`config.mk`:
```
export PLATFORM = sky130hd
export DESIGN_NAME = fix_tx_scheduler_flat
export DESIGN_NICKNAME = d
export VERILOG_FILES = /design/src/rtl/fix_tx_scheduler_if.sv /design/src/rtl/fix_tx_scheduler.sv /design/src/flat_wrapper.sv
export SDC_FILE = /design/constraint.sdc
export NUM_CORES = 1
export LEC_CHECK = 0
export BUFFER_PORTS_ARGS = -buffer_cell sky130_fd_sc_hd__clkbuf_2
export CAP_MARGIN = 30
export CORE_MARGIN = 4
export CORE_UTILIZATION = 30
export CTS_CLUSTER_DIAMETER = 120
export DETAILED_ROUTE_END_ITERATION = 8
export GPL_TIMING_DRIVEN = 0
export SETUP_SLACK_MARGIN = 0.15
export SLEW_MARGIN = 15
export SYNTH_ARGS = -nofsm -noshare
export SYNTH_HDL_FRONTEND = slang
export SYNTH_SLANG_ARGS = --single-unit
```
`constraint.sdc`:
```
create_clock -name clk -period 2.8 [get_ports clk]
set_clock_uncertainty 0.2 [all_clocks]
set_input_delay 0.56 -clock clk [delete_from_list [all_inputs] [get_ports clk]]
set_output_delay 0.56 -clock clk [all_outputs]
set_load 0.02 [all_outputs]
```
`src/rtl/fix_tx_scheduler_if.sv`:
```
// Signal bundle between the FIX transmit scheduler and the session/encoder logic.
// The slave side is the scheduler; the master side drives requests and completions.
interface fix_tx_scheduler_if #(
   parameter int unsigned SEQ_W = 32
);
   logic             start_session;
   logic             stop_session;
   logic             logon_ack;
   logic             logout_ack;
   logic             order_req;
   logic             resend_req;
   logic             reject_req;
   logic             enc_done;
   logic [5:0]       enc_en;
   logic [5:0]       req_ack;
   logic             busy;
   logic [1:0]       session_state;
   logic [SEQ_W-1:0] tx_seq_num;
   logic             timeout_err;

   modport master (
      output start_session, stop_session, logon_ack, logout_ack,
             order_req, resend_req, reject_req, enc_done,
      input  enc_en, req_ack, busy, session_state, tx_seq_num, timeout_err
   );

   modport slave (
      input  start_session, stop_session, logon_ack, logout_ack,
             order_req, resend_req, reject_req, enc_done,
      output enc_en, req_ack, busy, session_state, tx_seq_num, timeout_err
   );
endinterface

```
`src/rtl/fix_tx_scheduler.sv`:
```
// FIX transmit scheduler: session FSM, heartbeat timer, one-at-a-time encoder
// arbitration with completion timeout, and outgoing MsgSeqNum tracking.
module fix_tx_scheduler #(
   parameter int unsigned HB_INTERVAL  = 1000000,
   parameter int unsigned DONE_TIMEOUT = 64,
   parameter int unsigned SEQ_W        = 32
) (
   input logic               clk,
   input logic               rst,
   fix_tx_scheduler_if.slave bus
);

   localparam int unsigned HB_W = (HB_INTERVAL  > 1) ? $clog2(HB_INTERVAL)  : 1;
   localparam int unsigned WT_W = (DONE_TIMEOUT > 1) ? $clog2(DONE_TIMEOUT) : 1;

   localparam int unsigned B_ORDER  = 0;
   localparam int unsigned B_LOGON  = 1;
   localparam int unsigned B_HB     = 2;
   localparam int unsigned B_RESEND = 3;
   localparam int unsigned B_REJECT = 4;
   localparam int unsigned B_LOGOUT = 5;

   typedef enum logic [1:0] {
      S_DISC        = 2'd0,
      S_LOGON_SENT  = 2'd1,
      S_ACTIVE      = 2'd2,
      S_LOGOUT_SENT = 2'd3
   } sess_t;

   typedef enum logic [1:0] {
      T_IDLE  = 2'd0,
      T_GRANT = 2'd1,
      T_WAIT  = 2'd2
   } tx_t;

   sess_t            r_sess;
   sess_t            w_sess_next;
   tx_t              r_tx_state;
   tx_t              w_tx_next;

   logic [5:0]       r_sel;
   logic [5:0]       r_req_ack;
   logic             r_tmo;
   logic [SEQ_W-1:0] r_seq;
   logic [WT_W-1:0]  r_wait_cnt;
   logic [HB_W-1:0]  r_hb_cnt;
   logic             r_hb_pend;
   logic             r_start_pend;
   logic             r_stop_pend;

   logic [5:0]       w_cand;
   logic [5:0]       w_enc_en;
   logic             w_busy;
   logic             w_latch;
   logic             w_done;
   logic             w_tmo;
   logic             w_seq_rst;
   logic             w_hb_term;

   assign w_hb_term = (r_hb_cnt == HB_W'(HB_INTERVAL - 1));
   assign w_seq_rst = (r_sess == S_LOGOUT_SENT) && bus.logout_ack;

   // Logout outranks everything in ACTIVE; an in-flight grant is protected
   // because candidates are only consumed from T_IDLE.
   always_comb begin
      w_cand = '0;
      case (r_sess)
         S_DISC: w_cand[B_LOGON] = r_start_pend;
         S_ACTIVE: begin
            if (r_stop_pend)          w_cand[B_LOGOUT] = 1'b1;
            else if (bus.reject_req)  w_cand[B_REJECT] = 1'b1;
            else if (bus.resend_req)  w_cand[B_RESEND] = 1'b1;
            else if (r_hb_pend)       w_cand[B_HB]     = 1'b1;
            else if (bus.order_req)   w_cand[B_ORDER]  = 1'b1;
         end
         default: w_cand = '0;
      endcase
   end

   always_ff @(posedge clk or posedge rst) begin
      if (rst) r_tx_state <= T_IDLE;
      else     r_tx_state <= w_tx_next;
   end

   always_comb begin
      w_tx_next = r_tx_state;
      w_enc_en  = '0;
      w_busy    = 1'b0;
      w_latch   = 1'b0;
      w_done    = 1'b0;
      w_tmo     = 1'b0;
      case (r_tx_state)
         T_IDLE: begin
            if (|w_cand) begin
               w_latch   = 1'b1;
               w_tx_next = T_GRANT;
            end
         end
         T_GRANT: begin
            w_enc_en  = r_sel;
            w_tx_next = T_WAIT;
         end
         T_WAIT: begin
            w_busy = 1'b1;
            // A completion on the terminal-count cycle still counts as done.
            if (bus.enc_done) begin
               w_done    = 1'b1;
               w_tx_next = T_IDLE;
            end else if (r_wait_cnt == WT_W'(DONE_TIMEOUT - 1)) begin
               w_tmo     = 1'b1;
               w_tx_next = T_IDLE;
            end
         end
         default: w_tx_next = T_IDLE;
      endcase
   end

   always_ff @(posedge clk or posedge rst) begin
      if (rst) r_sess <= S_DISC;
      else     r_sess <= w_sess_next;
   end

   always_comb begin
      w_sess_next = r_sess;
      case (r_sess)
         S_DISC:        if (w_done && r_sel[B_LOGON])  w_sess_next = S_LOGON_SENT;
         S_LOGON_SENT:  if (bus.logon_ack)             w_sess_next = S_ACTIVE;
         S_ACTIVE:      if (w_done && r_sel[B_LOGOUT]) w_sess_next = S_LOGOUT_SENT;
         S_LOGOUT_SENT: if (bus.logout_ack)            w_sess_next = S_DISC;
         default:       w_sess_next = S_DISC;
      endcase
   end

   always_ff @(posedge clk or posedge rst) begin
      if (rst) begin
         r_sel        <= '0;
         r_req_ack    <= '0;
         r_tmo        <= 1'b0;
         r_seq        <= SEQ_W'(1);
         r_wait_cnt   <= '0;
         r_hb_cnt     <= '0;
         r_hb_pend    <= 1'b0;
         r_start_pend <= 1'b0;
         r_stop_pend  <= 1'b0;
      end else begin
         if (w_latch) r_sel <= w_cand;
         r_req_ack  <= w_done ? r_sel : '0;
         r_tmo      <= w_tmo;
         r_wait_cnt <= (r_tx_state == T_WAIT) ? r_wait_cnt + WT_W'(1) : '0;

         if (w_seq_rst)   r_seq <= SEQ_W'(1);
         else if (w_done) r_seq <= r_seq + SEQ_W'(1);

         if (w_done && r_sel[B_LOGON])                r_start_pend <= 1'b0;
         else if (r_sess == S_DISC && bus.start_session) r_start_pend <= 1'b1;

         if (w_done && r_sel[B_LOGOUT])                 r_stop_pend <= 1'b0;
         else if (r_sess == S_ACTIVE && bus.stop_session) r_stop_pend <= 1'b1;

         // Counter parks at its terminal value until an encode restarts it.
         if (r_sess != S_ACTIVE || bus.enc_done) r_hb_cnt <= '0;
         else if (!w_hb_term)                    r_hb_cnt <= r_hb_cnt + HB_W'(1);

         if (r_sess != S_ACTIVE)                      r_hb_pend <= 1'b0;
         else if (w_done && r_sel[B_HB])              r_hb_pend <= 1'b0;
         else if (w_hb_term)                          r_hb_pend <= 1'b1;
      end
   end

   assign bus.enc_en        = w_enc_en;
   assign bus.req_ack       = r_req_ack;
   assign bus.busy          = w_busy;
   assign bus.session_state = r_sess;
   assign bus.tx_seq_num    = r_seq;
   assign bus.timeout_err   = r_tmo;

endmodule

```
`src/flat_wrapper.sv`:
```
// flat-port wrapper written by rule: the top's interface ports become plain ports
module fix_tx_scheduler_flat 
#(
   parameter int unsigned HB_INTERVAL  = 1000000,
   parameter int unsigned DONE_TIMEOUT = 64,
   parameter int unsigned SEQ_W        = 32
)
  (clk, rst, bus_start_session, bus_stop_session, bus_logon_ack, bus_logout_ack, bus_order_req, bus_resend_req, bus_reject_req, bus_enc_done, bus_enc_en, bus_req_ack, bus_busy, bus_session_state, bus_tx_seq_num, bus_timeout_err);
  fix_tx_scheduler_if #(.SEQ_W(SEQ_W)) bus_i ();
  input logic clk;
  input logic rst;
  input wire logic [$bits(bus_i.start_session)-1:0] bus_start_session;
  input wire logic [$bits(bus_i.stop_session)-1:0] bus_stop_session;
  input wire logic [$bits(bus_i.logon_ack)-1:0] bus_logon_ack;
  input wire logic [$bits(bus_i.logout_ack)-1:0] bus_logout_ack;
  input wire logic [$bits(bus_i.order_req)-1:0] bus_order_req;
  input wire logic [$bits(bus_i.resend_req)-1:0] bus_resend_req;
  input wire logic [$bits(bus_i.reject_req)-1:0] bus_reject_req;
  input wire logic [$bits(bus_i.enc_done)-1:0] bus_enc_done;
  output wire logic [$bits(bus_i.enc_en)-1:0] bus_enc_en;
  output wire logic [$bits(bus_i.req_ack)-1:0] bus_req_ack;
  output wire logic [$bits(bus_i.busy)-1:0] bus_busy;
  output wire logic [$bits(bus_i.session_state)-1:0] bus_session_state;
  output wire logic [$bits(bus_i.tx_seq_num)-1:0] bus_tx_seq_num;
  output wire logic [$bits(bus_i.timeout_err)-1:0] bus_timeout_err;
  assign bus_i.start_session = bus_start_session;
  assign bus_i.stop_session = bus_stop_session;
  assign bus_i.logon_ack = bus_logon_ack;
  assign bus_i.logout_ack = bus_logout_ack;
  assign bus_i.order_req = bus_order_req;
  assign bus_i.resend_req = bus_resend_req;
  assign bus_i.reject_req = bus_reject_req;
  assign bus_i.enc_done = bus_enc_done;
  assign bus_enc_en = bus_i.enc_en;
  assign bus_req_ack = bus_i.req_ack;
  assign bus_busy = bus_i.busy;
  assign bus_session_state = bus_i.session_state;
  assign bus_tx_seq_num = bus_i.tx_seq_num;
  assign bus_timeout_err = bus_i.timeout_err;
  fix_tx_scheduler #(.HB_INTERVAL(HB_INTERVAL), .DONE_TIMEOUT(DONE_TIMEOUT), .SEQ_W(SEQ_W)) u_core (.clk(clk), .rst(rst), .bus(bus_i));
endmodule
```
## Yosys cells after proc, flatten, opt, wreduce, memory -nomap -nowiden

Cells that the tools add are included.

- Register bits after elaboration: 78
- Output and inout bits: 48

- $add $sub $neg: 3
- Equality and inequality tests: 15
- Mux-type cells: 46
- Reductions and logical operators: 16

Operators with widths:

| kind | count |
|---|---|
| 32-bit 2-to-1 mux | 2 |
| 20-bit 2-to-1 mux | 2 |
| 32-bit by 1-bit adder with 32-bit output, second input constant | 1 |
| 1-bit 2-to-1 mux | 27 |
| 20-bit by 1-bit adder with 20-bit output, second input constant | 1 |
| 20-bit equality test, second input constant | 1 |
| 6-bit 2-to-1 mux | 3 |
| 2-bit 2-to-1 mux | 8 |
| 2-bit != test, second input constant | 4 |
| 2-bit case mux with 4 select lines | 1 |
| 6-bit by 1-bit adder with 6-bit output, second input constant | 1 |
| 2-bit equality test, second input constant | 3 |
| 6-bit equality test, second input constant | 1 |
| 1-bit logical AND | 6 |
| 2-bit by 1-bit != test with 1-bit output, second input constant | 3 |
| 2-bit case mux with 3 select lines | 1 |
| 2-bit nonzero test | 3 |
| 6-bit OR reduction | 1 |
| 2-bit by 1-bit equality test with 1-bit output, second input constant | 2 |
| 2-bit logical NOT | 2 |
| 4-bit 2-to-1 mux | 1 |
| 4-bit AND reduction | 1 |
| 3-bit 2-to-1 mux | 1 |
| 3-bit by 2-bit != test with 1-bit output, second input constant | 1 |
| 3 further kinds | 3 |

## Depth between registers and ports, before layout

Gate-level depths: netlist of the first run.

- Word-level depth: 9
- Gate-level depth with buffers: 8

## Worst setup path after synthesis of the first run

OpenSTA, ideal clock, no wires.

- Path type: in2reg
- Start: input port bus_enc_done
- End: register u_core.r_seq[15] (netlist: u_core.bus.tx_seq_num[15])
- Arrival: 2.012 ns
- Required time: 2.522 ns
- Path slack: 0.510 ns
- Stages on the path: 5
- Cell sequence: buf_2 -> nand3b_1 -> or4_1 -> or3_1 -> a21oi_1

- Longest elaborated chain between the ends: 3

RTL lines:

| item | line | RTL |
|---|---|---|
| from (decl) | flat_wrapper.sv:19 | `input wire logic [$bits(bus_i.enc_done)-1:0] bus_enc_done;` |
| 1-bit 2-to-1 mux | fix_tx_scheduler.sv:106 | `if (bus.enc_done) begin` |
| 1-bit 2-to-1 mux | fix_tx_scheduler.sv:92 | `case (r_tx_state)` |
| 2-bit nonzero test (no source line) | n/a |  |
| to (signal assigned) | fix_tx_scheduler.sv:152 | `else if (w_done) r_seq <= r_seq + SEQ_W'(1);` |
| to (decl) | fix_tx_scheduler.sv:44 | `logic [SEQ_W-1:0] r_seq;` |

Every way passes these cells.
A chain may end at the register's enable or synchronous reset.

## Worst setup path after layout of the first run

- Start: register u_core.r_tx_state[0]
- End: register u_core.r_seq[15] (netlist: u_core.bus.tx_seq_num[15])

- Longest elaborated chain between the ends: 3

RTL lines:

| item | line | RTL |
|---|---|---|
| from (decl) | fix_tx_scheduler.sv:38 | `tx_t r_tx_state;` |
| from (signal assigned) | fix_tx_scheduler.sv:82 | `else r_tx_state <= w_tx_next;` |
| 2-bit equality test | fix_tx_scheduler.sv:92 |  |
| 1-bit 2-to-1 mux | fix_tx_scheduler.sv:92 |  |
| 2-bit nonzero test (no source line) | n/a |  |

Every way passes these cells.

==> results.sh, run 1 <==
export IMPL_fin_tns_setup_ns=0
export IMPL_synthXorXnorAreaFrac=0.0491
export IMPL_via_count=3249
export IMPL_finalInstanceArea_um2=4790
export IMPL_grt_max_degree=36
export IMPL_yosysSeqAreaShare=0.497
export IMPL_drive_gt1_frac=0.176
export IMPL_r2r_end="u_core.bus.tx_seq_num[15]$_DFFE_PP0P_"
export IMPL_synth_top_area_share=0.491
export IMPL_relSlewSlack=0.577
export IMPL_ys_flop_type="dfrtp_1"
export IMPL_postCtsHoldBufs=1
export IMPL_synth_simple_area_share=0.264
export IMPL_path_buf_inv=0
export IMPL_finalWirelength_mm=9.65
export IMPL_rsz0062_at_grt="no"
export IMPL_p_sw_frac=0.316
export IMPL_detail_route_wl_per_cell_um=14.9
export IMPL_ctsResizeCount=0
export IMPL_rr_worst_depth=4
export IMPL_drc=0
export IMPL_cap_violations=0
export IMPL_ir_worst_vdd_mv=0.513
export IMPL_power_switching_mw=1.04
export IMPL_viasPerCell=5.01
export IMPL_h_tree_depth=3
export IMPL_ys_ff_latch=78
export IMPL_clkPwrFrac=0.379
export IMPL_crit_start="u_core.r_tx_state[0]$_DFFE_PP0P_"
export IMPL_worst_ep_required_time_ns=2.87
export IMPL_drtAntennaViolNets=0
export IMPL_cts_tree="built"
export IMPL_setup_worst_path_start_class="register"
export IMPL_synth_top_family_by_area="simple AND/OR/NAND/NOR gates"
export IMPL_core_area_um2=12700
export IMPL_slowest_stage="or4_1"
export IMPL_antenna_found_initial=0
export IMPL_antenna_cells=0
export IMPL_min_period_ns=2.44
export IMPL_cp_cell_sequence="nand3b_1 -> or4_1 -> or3_1 -> a21oi_1"
export IMPL_clk_pin_slew_worst_paths_ns=0.06
export IMPL_overflow=0
export IMPL_yosys_top_cells_area="dfrtp_1, xnor2_1, nor2_1"
export IMPL_grt_pass1_wl_mm=16.2
export IMPL_track_usage=0.138
export IMPL_yosysTopAreaCell="dfrtp_1"
export IMPL_synth_enable_flop_cells=0
export IMPL_synth_nets=420
export IMPL_clk_latency_ns=0.34
export IMPL_drv_slew=0
export IMPL_root_buffer="clkbuf_16"
export IMPL_final_cell_mix="dfrtp_1, clkbuf_2, nor2_1"
export IMPL_cts_inserted_buffers=9
export IMPL_stdcell_count=649
export IMPL_die_width_um=122
export IMPL_slowest_delay_ns=0.74
export IMPL_avgSynthCellArea_um2=9.77
export IMPL_chipHeight_um=122
export IMPL_end_kind="register"
export IMPL_syn2layout_area_growth_pct=22.0
export IMPL_crit_family="simple AND/OR/NAND/NOR gates"
export IMPL_arrival_ns=2.50
export IMPL_worst_slew_pin_slew_ns=0.633
export IMPL_hold_violations=0
export IMPL_n_fill_cell=1329
export IMPL_combPwrFrac=0.214
export IMPL_path_depth=4
export IMPL_hold_path_endpoint="u_core.r_stop_pend$_DFFE_PP0P_"
export IMPL_drt_initial_drc_count=201
export IMPL_path_class="reg -> reg"
export IMPL_reg2reg_setup_slack_ns=0.36
export IMPL_initial_core_util=0.309
export IMPL_row_count=41
export IMPL_setup_viol=0
export IMPL_clk_path_buf_depth=2
export IMPL_firstDrtPassIters=4
export IMPL_yosys_warnings=0
export IMPL_power_frac_seq=0.407
export IMPL_power_leakage_nw=2.12
export IMPL_reg2reg_from="u_core.r_tx_state[0]$_DFFE_PP0P_"
export IMPL_p_per_area_nw_per_um2=689
export IMPL_synth_cell_type_count=53
export IMPL_synthArstFlopShare=1.00
export IMPL_fmax_mhz=410
export IMPL_grt_pass1_vias=3173
export IMPL_hold_class="in -> reg"
export IMPL_period_share=0.870
export IMPL_dieArea_um2=15000
export IMPL_internal_power_mw=2.26
export IMPL_hold_depth=3
export IMPL_nNetsFinal=490
export IMPL_synth_adder_area_share=0.0255
export IMPL_hold_path_startpoint="bus_stop_session"
export IMPL_hpwl_mm=7.09
export IMPL_layout_commonest_cell="dfrtp_1"
export IMPL_io_buffers=56
export IMPL_cts_setup_buffers=0
export IMPL_clock_sinks=78
export IMPL_io_pins=58
export IMPL_postPlaceCellArea_um2=4470
export IMPL_synthMuxAreaShare=0.0271
export IMPL_place_gp_congestion=0.817
export IMPL_worst_path_max_fanout=9
export IMPL_status="complete, no violations"
export IMPL_synth_area_um2=3930
export IMPL_synth_compound_area_frac=0.105
export IMPL_numPlacedInstances=632
export IMPL_syn_inst=402
per-layer routing:
| layer | up-vias | track usage | share of wire |
|---|---|---|---|
| li1 | 1582 | - | - |
| met1 | 1607 | 0.182 | 0.47 |
| met2 | 51 | 0.226 | 0.48 |
| met3 | 9 | 0.0295 | 0.036 |
| met4 | 0 | 0.0462 | 0.015 |
| met5 | - | 0 | 0 |
metrics by stage:
stage	hold slack, ns	util	total power [mW]	setup slack (ns)
after floorplan	0.233	-	1.83	0.510
after global placement	0.250	0.348	2.04	0.206
after detailed placement	0.262	0.351	2.07	0.182
after CTS	0.258	0.377	3.33	0.363
after global routing	0.289	0.377	3.49	0.167
final	0.264	0.377	3.30	0.364
worst register-to-register path, delay by kind of cell, from the launching register on:
family	cells	cell delay (ns)
AO/OA/AOI/OAI	1	0.14
flip-flops	1	0.44
AND/OR/NAND/NOR	3	1.58
state kept, by name, indices dropped and copies added, names as in the netlist:
register and flops:
u_core.r_tx_state 2, u_core.bus.session_state 2, u_core.bus.timeout_err 1, u_core.bus.tx_seq_num 32
u_core.r_hb_cnt 20, u_core.r_stop_pend 1, u_core.r_hb_pend 1, u_core.r_wait_cnt 6
u_core.bus.req_ack 6, u_core.r_start_pend 1, u_core.r_sel 6
how the worst max path moves through the flow:
stage          slack, ns                                    end
2_1_floorplan       0.51  u_core.bus.tx_seq_num[15]$_DFFE_PP0P_
4_1_cts             0.36  u_core.bus.tx_seq_num[15]$_DFFE_PP0P_
5_1_grt             0.17            u_core.r_sel[2]$_DFFE_PP0P_
3_5_place_dp        0.18  u_core.bus.tx_seq_num[15]$_DFFE_PP0P_
6_report            0.36  u_core.bus.tx_seq_num[15]$_DFFE_PP0P_
3_3_place_gp        0.21  u_core.bus.tx_seq_num[15]$_DFFE_PP0P_
cell type report:
| type | count | area, um2 | share of cell area |
|---|---|---|---|
| plain buffers | 15 | 67.6 | 0.0141 |
| clock buffers | 10 | 229 | 0.0478 |
| multi-input cells | 294 | 1850 | 0.386 |
| repair buffers | 59 | 330 | 0.0689 |
| well taps | 172 | 215 | 0.0449 |
| flip-flops and latches | 78 | 1950 | 0.408 |
| inverters | 15 | 60.1 | 0.0125 |
| clock inverters | 6 | 86.3 | 0.0180 |
synth_stat cells (2+ instances only):
cell / n
a211oi_1: 2
a21oi_1: 25
a31o_1: 2
a31oi_1: 4
and2_1: 14
and3_1: 7
and4_1: 4
buf_2: 3
clkbuf_1: 10
dfrtp_1: 77
ha_1: 8
inv_1: 15
mux2_1: 4
mux2i_1: 5
nand2_1: 33
nand2b_1: 6
nand3_1: 16
nand4_1: 12
nand4b_1: 4
nor2_1: 35
nor2b_1: 2
nor3_1: 9
nor3b_1: 3
nor4_1: 8
nor4b_1: 3
o21ai_0: 4
o21ai_1: 15
o31ai_1: 8
or3_1: 10
or4_1: 11
xnor2_1: 16
xor2_1: 6
power groups by stage:
stage / Sequential [mW] / Combinational (mW) / Clock (mW)
6_report: 1.34 / 0.705 / 1.25
5_1_grt: 1.36 / 0.801 / 1.32
4_1_cts: 1.34 / 0.716 / 1.27
3_5_place_dp: 1.36 / 0.709 / 0
3_3_place_gp: 1.36 / 0.684 / 0
2_1_floorplan: 1.38 / 0.450 / 0
kinds of logic (layout without fill, tap and decap cells):
logic type | count (synthesis) | in the layout
flip-flops | 78 | 78
AND/OR/NAND/NOR | 185 | 185
AO/OA/AOI/OAI | 69 | 69
multiplexers | 10 | 10
buffers and inverters | 30 | 105
XOR/XNOR | 22 | 22
adder cells (fa/ha/maj) | 8 | 8
Power figures use the tool's default switching activity.
==> inputs of run 2 (changes only) <==
--- a/config.mk
+++ b/config.mk
@@ -5,13 +5,15 @@
 export SDC_FILE = /design/constraint.sdc
 export NUM_CORES = 1
 export LEC_CHECK = 0
+export ABC_CLOCK_PERIOD_IN_PS = 2800
 export BUFFER_PORTS_ARGS = -buffer_cell sky130_fd_sc_hd__clkbuf_2
 export CAP_MARGIN = 30
 export CORE_MARGIN = 4
-export CORE_UTILIZATION = 30
+export CORE_UTILIZATION = 50
 export CTS_CLUSTER_DIAMETER = 120
 export DETAILED_ROUTE_END_ITERATION = 8
 export GPL_TIMING_DRIVEN = 0
+export PLACE_DENSITY = 0.74
 export SETUP_SLACK_MARGIN = 0.15
 export SLEW_MARGIN = 15
 export SYNTH_ARGS = -nofsm -noshare
==> run 2 against run 1 <==
Against the previous run: hold slack worse by 0.25 ns; cell count is 11% lower; utilization is 22 points higher; final area is 4.4% lower; sequential cell count stayed put; critical endpoint is now u_core.bus.tx_seq_num[26]$_DFFE_PP0P_; largest power group unchanged; highest routed layer unchanged; power is 13% lower; first-iteration DRC count is 36% lower.
==> results.sh, run 2 (synthesized netlist as in run 1, its figures left out) <==
export IMPL_drt_initial_drc_count=129
export IMPL_status="complete, no violations"
export IMPL_nNetsFinal=489
export IMPL_clk_latency_ns=0.35
export IMPL_track_usage=0.200
export IMPL_row_count=32
export IMPL_worst_path_max_fanout=7
export IMPL_via_count=3306
export IMPL_detail_route_wl_per_cell_um=15.4
export IMPL_drive_gt1_frac=0.174
export IMPL_finalWirelength_mm=8.91
export IMPL_grt_max_degree=34
export IMPL_end_kind="register"
export IMPL_slowest_delay_ns=0.57
export IMPL_n_fill_cell=672
export IMPL_fmax_mhz=418
export IMPL_cpMostUsedCell="or4_1"
export IMPL_core_area_um2=7690
export IMPL_hold_violations=0
export IMPL_cts_setup_buffers=0
export IMPL_die_width_um=96.6
export IMPL_antenna_cells=0
export IMPL_drc=0
export IMPL_cp_cell_sequence="ha_1 -> nand2_1 -> or4_1 -> buf_2 -> or4_1 -> a21oi_1"
export IMPL_setup_viol=0
export IMPL_postPlaceCellArea_um2=4380
export IMPL_drv_slew=0
export IMPL_hold_class="in -> async"
export IMPL_fin_tns_setup_ns=0
export IMPL_ff_latch_area_um2=1950
export IMPL_cts_inserted_buffers=9
export IMPL_postCtsHoldBufs=0
export IMPL_io_buffers=56
export IMPL_rsz0062_at_grt="no"
export IMPL_firstDrtPassIters=4
export IMPL_hpwl_mm=6.45
export IMPL_viasPerCell=5.72
export IMPL_power_leakage_nw=2.06
export IMPL_initial_core_util=0.511
export IMPL_largest_reg_flops=32
export IMPL_ctsResizeCount=0
export IMPL_antenna_found_initial=0
export IMPL_clk_path_buf_depth=2
export IMPL_worst_ep_required_time_ns=2.87
export IMPL_slowest_stage="dfstp_2"
export IMPL_dieArea_um2=9340
export IMPL_chipHeight_um=96.6
export IMPL_period_share=0.855
export IMPL_p_per_area_nw_per_um2=629
export IMPL_h_tree_depth=3
export IMPL_place_ws_ns=0.218
export IMPL_arrival_ns=2.47
export IMPL_worst_slack_ns=0.405
export IMPL_final_cell_mix="dfrtp_1, clkbuf_2, nor2_1"
export IMPL_place_gp_congestion=0.796
export IMPL_ir_worst_vdd_mv=0.430
export IMPL_drtAntennaViolNets=0
export IMPL_layout_commonest_cell="dfrtp_1"
export IMPL_finalInstanceArea_um2=4580
export IMPL_grt_pass1_wl_mm=15.5
export IMPL_multiInputGateArea_um2=1850
export IMPL_min_period_ns=2.39
export IMPL_clock_sinks=78
export IMPL_root_buffer="clkbuf_8"
export IMPL_stdcell_count=578
export IMPL_cts_tree="built"
export IMPL_cap_violations=0
export IMPL_numPlacedInstances=562
export IMPL_io_pins=58
export IMPL_syn2layout_area_growth_pct=16.6
export IMPL_clk_pin_slew_worst_paths_ns=0.08
export IMPL_overflow=0
export IMPL_worst_slew_pin_slew_ns=0.632
export IMPL_relSlewSlack=0.578
export IMPL_path_class="reg -> reg"
export IMPL_setup_worst_path_start_class="register"
export IMPL_grt_pass1_vias=3254
==> run 2: cell count changes in the layout (fill, tap and decap cells not counted), sizes merged <==
cell | before | now
clkbuf | 76 | 79
clkinv | 3 | 1
bufinv | 2 | 1
dlygate4sd3 | 1 | 0
==> run 2: cell type report <==
cell class	instances	area share
flip-flops and latches	78	0.426
well taps	102	0.0279
repair buffers	58	0.0699
clock buffers	13	0.0347
plain buffers	15	0.0148
clock inverters	3	0.00929
multi-input cells	294	0.404
inverters	15	0.0131
==> run 2: worst paths after layout <==
path	startpoint	endpoint	slack [ns]	cells after the start
worst max-delay path	u_core.bus.tx_seq_num[0]$_DFFE_PP1P_	u_core.bus.tx_seq_num[26]$_DFFE_PP0P_	0.41	6
worst min-delay path	rst	u_core.bus.tx_seq_num[23]$_DFFE_PP0P_	0.02	2
worst max register to register	u_core.bus.tx_seq_num[0]$_DFFE_PP1P_	u_core.bus.tx_seq_num[26]$_DFFE_PP0P_	0.41	6
worst min register to register	u_core.r_wait_cnt[0]$_DFF_PP0_	u_core.r_wait_cnt[0]$_DFF_PP0_	0.28	1
max in group asynchronous	rst	u_core.r_sel[5]$_DFFE_PP0P_	1.67	4
min in group clk	bus_start_session	u_core.r_start_pend$_DFFE_PP0P_	0.26	3
==> run 2: through the flow <==
step	power, mW	util	hold slack (ns)
2_1_floorplan	1.83	-	0.233
4_1_cts	2.92	0.596	0.0202
5_1_grt	3.06	0.596	0.0443
6_report	2.88	0.596	0.0167
3_5_place_dp	2.06	0.570	0.274
3_3_place_gp	2.03	0.564	0.251
==> run 2: power breakdown <==
part | leakage, nW | switching [mW] | internal [mW]
registers | 1.07 | 0.104 | 1.23
logic | 0.896 | 0.450 | 0.241
clock network | 0.0996 | 0.396 | 0.460
total | 2.06 | 0.951 | 1.93
==> run 2: critical path, delay by kind of cell (launching register included) <==
family	cells	cell delay (ns)
DFF	1	0.57
adders and majority gates	1	0.22
buffers and inverters	1	0.18
AOI/OAI and AO/OA	1	0.16
and+or+nand+nor	3	0.98
==> run 2: routing by layer <==
metal	part of all wire	up-vias	wire (um)	global-route usage
li1	-	1590	-	-
met1	0.44	1618	3940	0.254
met2	0.50	89	4430	0.340
met3	0.046	9	413	0.0425
met4	0.014	0	127	0.0713
met5	0	-	0	0
==> inputs of run 3 (changes only) <==
--- a/config.mk
+++ b/config.mk
@@ -10,6 +10,7 @@
 export CAP_MARGIN = 30
 export CORE_MARGIN = 4
 export CORE_UTILIZATION = 50
+export CTS_BUF_LIST = sky130_fd_sc_hd__clkbuf_8
 export CTS_CLUSTER_DIAMETER = 120
 export DETAILED_ROUTE_END_ITERATION = 8
 export GPL_TIMING_DRIVEN = 0
==> run 3 against run 2 <==
Against the previous run: sequential share of layout area is the same; clock-buffer cell count shrank 2; final area is the same; utilization is the same; combinational power is essentially flat; wire length is essentially flat; die area is the same; largest cell class unchanged; critical path depth is the same; first-iteration DRC count is the same; highest routed layer unchanged; sequential power is essentially flat; non-clock buffer count is the same.
==> results.sh, run 3 (synthesized netlist as in run 1, its figures left out) <==
export IMPL_status="complete, no violations"
export IMPL_chipHeight_um=96.6
export IMPL_hpwl_mm=6.45
export IMPL_combPwrFrac=0.240
export IMPL_track_usage=0.200
export IMPL_end_kind="register"
export IMPL_internal_power_mw=1.93
export IMPL_reg2reg_from="u_core.bus.tx_seq_num[0]$_DFFE_PP1P_"
export IMPL_arrival_ns=2.47
export IMPL_antenna_cells=0
export IMPL_p_sw_frac=0.332
export IMPL_grt_max_degree=34
export IMPL_drt_initial_drc_count=129
export IMPL_initial_core_util=0.511
export IMPL_drv_slew=0
export IMPL_relSlewSlack=0.579
export IMPL_worst_ep_required_time_ns=2.88
export IMPL_rsz0062_at_grt="no"
export IMPL_power_frac_seq=0.464
export IMPL_postCtsHoldBufs=0
export IMPL_viasPerCell=5.72
export IMPL_path_class="reg -> reg"
export IMPL_firstDrtPassIters=4
export IMPL_die_width_um=96.6
export IMPL_place_gp_congestion=0.796
export IMPL_cap_violations=0
export IMPL_whs_ns=0.0129
export IMPL_power_mw=2.88
export IMPL_dieArea_um2=9340
export IMPL_worst_path_max_fanout=7
export IMPL_h_tree_depth=3
export IMPL_hold_violations=0
export IMPL_grt_pass1_wl_mm=15.5
export IMPL_setup_worst_path_start_class="register"
export IMPL_fmax_mhz=418
export IMPL_root_buffer="clkbuf_8"
export IMPL_reg2reg_setup_slack_ns=0.41
export IMPL_clk_pin_slew_worst_paths_ns=0.08
export IMPL_power_switching_mw=0.955
export IMPL_clk_latency_ns=0.35
export IMPL_multiInputGateArea_um2=1850
export IMPL_cts_inserted_buffers=9
export IMPL_p_per_area_nw_per_um2=629
export IMPL_via_count=3307
export IMPL_drive_gt1_frac=0.174
export IMPL_r2r_end="u_core.bus.tx_seq_num[26]$_DFFE_PP0P_"
export IMPL_clk_path_buf_depth=2
export IMPL_nNetsFinal=489
export IMPL_grt_pass1_vias=3254
export IMPL_min_period_ns=2.39
export IMPL_clkPwrFrac=0.296
export IMPL_largest_reg_flops=32
export IMPL_worst_slew_pin_slew_ns=0.631
export IMPL_detail_route_wl_per_cell_um=15.4
export IMPL_finalWirelength_mm=8.91
export IMPL_layout_commonest_cell="dfrtp_1"
export IMPL_antenna_found_initial=0
export IMPL_clock_sinks=78
export IMPL_hold_class="in -> async"
export IMPL_n_fill_cell=672
export IMPL_setup_viol=0
export IMPL_period_share=0.854
export IMPL_power_leakage_nw=2.07
export IMPL_rr_worst_depth=6
export IMPL_overflow=0
export IMPL_row_count=32
export IMPL_cts_setup_buffers=0
export IMPL_io_buffers=56
export IMPL_ctsResizeCount=0
export IMPL_cts_tree="built"
export IMPL_ff_latch_area_um2=1950
export IMPL_core_area_um2=7690
export IMPL_syn2layout_area_growth_pct=16.6
export IMPL_io_pins=58
export IMPL_ir_worst_vdd_mv=0.431
export IMPL_final_cell_mix="dfrtp_1, clkbuf_2, nor2_1"
export IMPL_fin_tns_setup_ns=0
export IMPL_drc=0
export IMPL_drtAntennaViolNets=0
==> run 3: cell count changes in the layout (fill, tap and decap cells not counted), sizes merged <==
cell and delta:
clkbuf -2, inv +2
==> run 3: layout make-up <==
| type | instances | area share |
|---|---|---|
| sequential | 78 | 0.426 |
| multi-input combinational | 294 | 0.404 |
| timing repair buffer | 58 | 0.0699 |
| clock buffer | 11 | 0.0331 |
| tap | 102 | 0.0279 |
| buffer | 15 | 0.0148 |
| inverter | 15 | 0.0131 |
| clock inverter | 5 | 0.0109 |
==> run 3: worst max-delay path, cell delays in order (launching register included) <==
cell	delay, ns
dfstp_2	0.58
ha_1	0.22
nand2_1	0.06
or4_1	0.41
buf_2	0.18
or4_1	0.51
a21oi_1	0.16
==> run 3: power by group through the flow <==
| stage | sequential, mW | combinational (mW) | clock [mW] |
|---|---|---|---|
| floorplan | 1.38 | 0.450 | 0 |
| global placement | 1.35 | 0.672 | 0 |
| detailed placement | 1.36 | 0.700 | 0 |
| CTS | 1.34 | 0.704 | 0.874 |
| global route | 1.36 | 0.780 | 0.920 |
| finish | 1.34 | 0.692 | 0.853 |
==> run 3: stage by stage <==
step | area, um2 | setup WS (ns) | std cells | utilization
2_1_floorplan | 3930 | 0.510 | 402 | -
3_3_place_gp | 4340 | 0.257 | 560 | 0.564
3_5_place_dp | 4380 | 0.218 | 562 | 0.570
4_1_cts | 4580 | 0.402 | 578 | 0.596
5_1_grt | 4580 | 0.283 | 578 | 0.596
6_report | 4580 | 0.409 | 578 | 0.596
==> run 3: how the worst max path moves through the flow <==
stage / cells after the start / to / slack [ns] / startpoint
5_1_grt: 6 / u_core.bus.tx_seq_num[26]$_DFFE_PP0P_ / 0.28 / u_core.bus.tx_seq_num[0]$_DFFE_PP1P_
6_report: 6 / u_core.bus.tx_seq_num[26]$_DFFE_PP0P_ / 0.41 / u_core.bus.tx_seq_num[0]$_DFFE_PP1P_
4_1_cts: 3 / bus_enc_en[3] / 0.40 / u_core.r_tx_state[0]$_DFFE_PP0P_
2_1_floorplan: 5 / u_core.bus.tx_seq_num[15]$_DFFE_PP0P_ / 0.51 / bus_enc_done
3_3_place_gp: 5 / u_core.bus.tx_seq_num[15]$_DFFE_PP0P_ / 0.26 / bus_enc_done
3_5_place_dp: 5 / u_core.bus.tx_seq_num[15]$_DFFE_PP0P_ / 0.22 / bus_enc_done
==> run 3: per-layer routing <==
layer / routed length (um) / track usage
met3: 454 / 0.0425
met5: 0 / 0
met2: 4450 / 0.340
met1: 3900 / 0.254
met4: 114 / 0.0713
